--- src/rtl/mem_ctrl_pkg.sv ---
// Shared types and helpers for the multicycle memory controller.
package mem_ctrl_pkg;

   typedef enum logic [1:0] {IDLE, ACCESS, RESP} state_e;

   localparam int CNT_W = 4;

   function automatic logic [63:0] byte2word(input logic [63:0] byte_addr, input int lg_bytes);
      return byte_addr >> lg_bytes;
   endfunction

endpackage

--- src/rtl/multicycle_mem_ctrl_ram.sv ---
// Single-port RAM with byte-enabled synchronous write and registered read.
module sp_byte_ram #(
  parameter int    DATA_W      = 32,
  parameter int    DEPTH_WORDS = 64,
  parameter string MEM_INIT    = "",
  localparam int   NB          = DATA_W / 8,
  localparam int   AW          = (DEPTH_WORDS > 1) ? $clog2(DEPTH_WORDS) : 1
) (
  input  logic              clk,
  input  logic              reset,
  input  logic              en,
  input  logic              we,
  input  logic [NB-1:0]     be,
  input  logic [AW-1:0]     addr,
  input  logic [DATA_W-1:0] wdata,
  output logic [DATA_W-1:0] rdata
);

  logic [DATA_W-1:0] mem_q [DEPTH_WORDS];
  logic [DATA_W-1:0] rdata_q;

  // Array has no reset: contents survive a controller reset.
  always_ff @(posedge clk) begin
    if (en && we) begin
      for (int i = 0; i < NB; i++) begin
        if (be[i]) mem_q[addr][i*8 +: 8] <= wdata[i*8 +: 8];
      end
    end
  end

  always_ff @(posedge clk) begin
    if (!reset)         rdata_q <= '0;
    else if (en && !we) rdata_q <= mem_q[addr];
  end

  assign rdata = rdata_q;

endmodule

--- src/rtl/multicycle_mem_ctrl.sv ---
// Request/ready memory controller with wait states, byte enables and error reporting.
// Optional MMIO output register enabled by defining MEM_CTRL_MMIO_EN.
module multicycle_mem_ctrl
   import mem_ctrl_pkg::*;
#(
   parameter int                DATA_W      = 32,
   parameter int                ADDR_W      = 32,
   parameter int                DEPTH_WORDS = 64,
   parameter int                WAIT_STATES = 2,
   parameter string             MEM_INIT    = "",
   parameter logic [ADDR_W-1:0] MMIO_ADDR   = 32'h0000_0100
) (
   input  logic                clk,
   input  logic                reset,
   input  logic                req,
   input  logic                we,
   input  logic [ADDR_W-1:0]   addr,
   input  logic [DATA_W-1:0]   wdata,
   input  logic [DATA_W/8-1:0] be,
   output logic [DATA_W-1:0]   rdata,
   output logic                ready,
   output logic                err,
   output logic [DATA_W-1:0]   WriteData,
   output logic [ADDR_W-1:0]   DataAdr,
   output logic                MemWrite,
   output logic [DATA_W-1:0]   mmio_out
);

   localparam int NB  = DATA_W / 8;
   localparam int BLG = (NB > 1) ? $clog2(NB) : 0;
   localparam int AW  = (DEPTH_WORDS > 1) ? $clog2(DEPTH_WORDS) : 1;
`ifdef MEM_CTRL_MMIO_EN
   localparam bit MMIO_EN = 1'b1;
`else
   localparam bit MMIO_EN = 1'b0;
`endif
   localparam logic [CNT_W-1:0] CNT_LOAD = CNT_W'((WAIT_STATES > 0) ? WAIT_STATES - 1 : 0);

   state_e             state_q;
   logic [CNT_W-1:0]   cnt_q;
   logic               we_q, bad_q, hit_q;
   logic [ADDR_W-1:0]  addr_q;
   logic [DATA_W-1:0]  wdata_q;
   logic [NB-1:0]      be_q;
   logic [AW-1:0]      widx_q;
   logic               ready_q, err_q, mw_q;
   logic [DATA_W-1:0]  wd_out_q;
   logic [ADDR_W-1:0]  adr_out_q;

   logic [63:0]        widx_d;
   logic               hit_d, bad_d, ram_en;
   logic [DATA_W-1:0]  ram_rdata;

   // Error classification happens at acceptance, from the live core inputs.
   always_comb begin
      widx_d = byte2word(64'(addr), BLG);
      hit_d  = MMIO_EN && (addr == MMIO_ADDR);
      bad_d  = ((addr & ADDR_W'(NB - 1)) != '0) || ((widx_d >= 64'(DEPTH_WORDS)) && !hit_d);
   end

   assign ram_en = reset && (state_q == RESP) && !bad_q && !hit_q;

   always_ff @(posedge clk) begin
      if (!reset) begin
         state_q   <= IDLE;
         cnt_q     <= '0;
         we_q      <= 1'b0;
         bad_q     <= 1'b0;
         hit_q     <= 1'b0;
         ready_q   <= 1'b0;
         err_q     <= 1'b0;
         mw_q      <= 1'b0;
         wd_out_q  <= '0;
         adr_out_q <= '0;
      end else begin
         ready_q <= 1'b0;
         err_q   <= 1'b0;
         mw_q    <= 1'b0;
         case (state_q)
            IDLE: if (req) begin
               we_q    <= we;
               addr_q  <= addr;
               wdata_q <= wdata;
               be_q    <= be;
               widx_q  <= widx_d[AW-1:0];
               bad_q   <= bad_d;
               hit_q   <= hit_d;
               cnt_q   <= CNT_LOAD;
               state_q <= (WAIT_STATES > 0) ? ACCESS : RESP;
            end
            ACCESS: begin
               if (cnt_q == '0) state_q <= RESP;
               else             cnt_q   <= cnt_q - 1'b1;
            end
            RESP: begin
               ready_q <= 1'b1;
               err_q   <= bad_q;
               if (!bad_q && we_q) begin
                  mw_q      <= 1'b1;
                  adr_out_q <= addr_q;
                  wd_out_q  <= wdata_q;
               end
               state_q <= IDLE;
            end
            default: state_q <= IDLE;
         endcase
      end
   end

   sp_byte_ram #(
      .DATA_W      (DATA_W),
      .DEPTH_WORDS (DEPTH_WORDS),
      .MEM_INIT    (MEM_INIT)
   ) u_ram (
      .clk   (clk),
      .reset (reset),
      .en    (ram_en),
      .we    (we_q),
      .be    (be_q),
      .addr  (widx_q),
      .wdata (wdata_q),
      .rdata (ram_rdata)
   );

`ifdef MEM_CTRL_MMIO_EN
   logic [DATA_W-1:0] mmio_q, mmio_rd_q;
   logic              rsel_q;

   // rsel_q remembers whether the last good read came from MMIO or the array.
   always_ff @(posedge clk) begin
      if (!reset) begin
         mmio_q    <= '0;
         mmio_rd_q <= '0;
         rsel_q    <= 1'b0;
      end else if (state_q == RESP && !bad_q) begin
         if (hit_q && we_q) begin
            for (int i = 0; i < NB; i++) begin
               if (be_q[i]) mmio_q[i*8 +: 8] <= wdata_q[i*8 +: 8];
            end
         end
         if (!we_q) begin
            rsel_q <= hit_q;
            if (hit_q) mmio_rd_q <= mmio_q;
         end
      end
   end

   assign rdata    = rsel_q ? mmio_rd_q : ram_rdata;
   assign mmio_out = mmio_q;
`else
   assign rdata    = ram_rdata;
   assign mmio_out = '0;
`endif

   assign ready     = ready_q;
   assign err       = err_q;
   assign MemWrite  = mw_q;
   assign WriteData = wd_out_q;
   assign DataAdr   = adr_out_q;

endmodule

--- config.mk ---
export PLATFORM = sky130hd
export DESIGN_NAME = multicycle_mem_ctrl
export DESIGN_NICKNAME = d
export VERILOG_FILES = /design/src/rtl/mem_ctrl_pkg.sv /design/src/rtl/multicycle_mem_ctrl_ram.sv /design/src/rtl/multicycle_mem_ctrl.sv
export SDC_FILE = /design/constraint.sdc
export NUM_CORES = 2
export LEC_CHECK = 0
export CELL_PAD_IN_SITES_DETAIL_PLACEMENT = 0
export CELL_PAD_IN_SITES_GLOBAL_PLACEMENT = 1
export CORE_UTILIZATION = 45
export CTS_CLUSTER_SIZE = 10
export DETAILED_ROUTE_END_ITERATION = 6
export MAX_ROUTING_LAYER = met4
export PLACE_DENSITY = 0.74
export SLEW_MARGIN = 40
export SYNTH_ARGS = -nofsm -noshare
export SYNTH_HDL_FRONTEND = slang
export SYNTH_SLANG_ARGS = --single-unit
--- constraint.sdc ---
create_clock -name clk -period 3.85 [get_ports clk]
set_input_delay 0.77 -clock clk [delete_from_list [all_inputs] [get_ports clk]]
set_output_delay 0.77 -clock clk [all_outputs]
set_load 0.02 [all_outputs]
==> reports/summary.txt <==
Cell Chain, Critical Path: or3_1 > nor2_1 > buf_4 > a22oi_1 > nand3_1 > a211oi_1 > a31oi_1
Most frequent cells in the layout: edfxtp_1, buf_4, nor2_1
Reg clk slew, reported paths: 0.06 ns
Initial antenna violation count: 10
Hold Path Depth: 3
Clk_lat worst skew: 0.89 ns
CTS tree: yes
Reg2Reg Depth: 7
Synth top area share: 74.2%
Area Growth Syn to Fin: 16.9%
Top post-synthesis cells by area: edfxtp_1, mux4_2, mux2i_1, dfxtp_1, nor2_1
Status: finished, final reports clean
Flops & latches, synth: 2223
Max-cap violation count: 0
Via-to-Cell Ratio: 6.24
CP Data Required Time: 4.58 ns
Detailed placement HPWL: 171000 um
Total CTS buffers: 241
Remaining Overflow, GRT: 0
Ys flop type: edfxtp_1
Vias in the first global route: 48100
Post-Syn Area: 85700 um^2
Avg Inst Size Synth: 18.1 um^2
Largest net degree at the start of global routing: 94
FFs w/ async S/R, synth: 0%
Cells after synthesis: 4738
RSZ-0062 raised after global routing: false
Crit path depth: 7
VDD IR-drop max: 452 uV
Final Slew Violations: 0
Slowest stage cell, crit path: edfxtp_1
Dpl cells: 7577
Clock tree buffer depth: 3
DRC violations left: 0
WL final: 263000 um
Fin Setup TNS: 0 ns
Pre-Repair DR Iteration Count: 6
Pint: 39200 uW
Die area: 192000 um^2
Hold Violations, Final: 0
Share of cells above drive strength 1: 20.3%
Worst rel slew slack: 33.2%
Logic pwr share: 5.0%
Chip Width: 438 um
Setup crit start kind: flip-flop
Net Switching: 10900 uW
Bufs and invs on worst path: 1
Post-route ant nets: 0
Cts hold-fix bufs: 0
GPL Wtd Cong: 0.925
Sequential share of power: 53.2%
Post-route clock skew: 0.0275 ns
Final setup fails: 0
CTS sink cnt: 2223
Crit path max fanout: 19
Initial Util: 45.5%
Seq/Total Area, Yosys: 76.7%
Core Area: 188000 um^2
Post-CTS setup buffers: 0
Setup slack, reg-to-reg: 0.24 ns
Cell taking the most area after synthesis: edfxtp_1
Yosys Warn Count: 0
Post-synth EDFFs: 2116
All-layer global routing usage: 28.1%
Critical path arrival: 4.34 ns
Slew of the pin with the lowest slew margin: 0.999 ns
Top-level I/O count: 203
Post-CTS resize count: 0
Final nets: 5403
Final period util: 93.8%
Drt wl/cell: 32.8 um
CP top delay family: simple AND/OR/NAND/NOR gates
Die height: 438 um
FP Rows: 159
Port bufs: 170
Cell Pwr Density: 500 nW/um^2
Worst min-delay path class: in -> reg
Root buf cell: clkbuf_16
CP peak stage delay: 0.84 ns
Clock share of power: 41.8%
Commonest non-fill, non-tap cell in the layout: edfxtp_1
Htree depth: 4
Via count: 50000
First-pass GRT wire length: 368000 um
Final min period: 3.61 ns
Non-filler cells, final: 8023
Sw frac: 21.7%
DRT iter0 DRCs: 7530
Crit Path Category: reg -> reg
Cell variety after synth: 74
Worst Setup End Kind: flip-flop
Static leakage: 0.0323 uW
Maximum clock frequency: 277 MHz
-- routing by layer --
layer,up-vias,global-route usage [%],share of wire [%]
met4,0,13.5,5.5
li1,20200,-,-
met2,3460,41.4,45
met3,580,5.95,11
met5,-,-,0
met1,25800,37.2,38
-- kinds of logic after synthesis --
group	count (synthesis)	share of synthesized area [%]
compound gates	794	6.53
other cells	1	0.00438
fa+ha+maj	2	0.0292
mux	572	10.6
xor+xnor	2	0.0204
buf+inv	349	2.26
simple gates	795	3.90
flops	2223	76.7
-- final cells by class --
type	instances	area [um^2]
clock inverters	16	289
fillers	14800	88300
flip-flops and latches	2223	65700
well taps	2495	3120
diodes	13	32.5
clock buffers	413	6730
repair buffers	661	5890
multi-input cells	2197	18400
inverters	5	23.8
-- flip-flops by register name, summed over array words and instances, names as in the netlist, 2 cells and up --
name / count
u_ram.mem_q: 2048
DataAdr: 32
WriteData: 32
addr_q: 32
u_ram.rdata: 32
wdata_q: 32
be_q: 4
cnt_q: 4
state_q: 2
-- path summary, 6_finish.rpt --
kind,end,from
min,ready$_SDFF_PN0_,reset
max,u_ram.rdata[30]$_SDFFE_PN0P_,addr_q[6]$_DFFE_PP_
min reg2reg,DataAdr[29]$_SDFFE_PN0P_,DataAdr[29]$_SDFFE_PN0P_
max reg2reg,u_ram.rdata[30]$_SDFFE_PN0P_,addr_q[6]$_DFFE_PP_
-- power groups by stage --
stage | Combinational (uW) | Clock, uW | Sequential, uW
5_1_grt | 2600 | 22000 | 26600
4_1_cts | 2470 | 21100 | 26600
3_3_place_gp | 2380 | 0 | 27100
6_report | 2520 | 20900 | 26600
3_5_place_dp | 2470 | 0 | 27100
2_1_floorplan | 1210 | 0 | 27200
-- Yosys cell counts, drive strengths merged, types with 11 or more instances --
library cell  number
dfxtp            107
nand2            281
a21oi            138
edfxtp          2116
buf              230
mux2              45
nand3             25
mux4             263
nor2             385
a221oi           161
clkbuf           114
a211oi            20
mux2i            264
a22oi            101
o22ai             86
nor2b             11
a31oi             29
a21boi            65
nor3              18
o21ai             93
a22o              18
-- stage by stage --
step / hold slack, ns / worst slack [ns] / total power, uW / cell area, um^2 / utilization [%]
global route: 0.266 / 0.190 / 51200 / 100000 / 53.2
finish: 0.273 / 0.240 / 50000 / 100000 / 53.2
CTS: 0.220 / 0.290 / 50100 / 100000 / 53.1
global placement: 0.453 / 0.300 / 29500 / 92700 / 49.2
floorplan: 0.480 / 0.476 / 28500 / 85800 / -
detailed placement: 0.459 / 0.298 / 29600 / 93000 / 49.4
-- tightest hold or removal path, delay by kind of cell --
family / cells / cell delay [ns]
buffers and inverters: 2 / 0.19
AND/OR/NAND/NOR: 1 / 0.15
(Power assumes the default switching activity.)
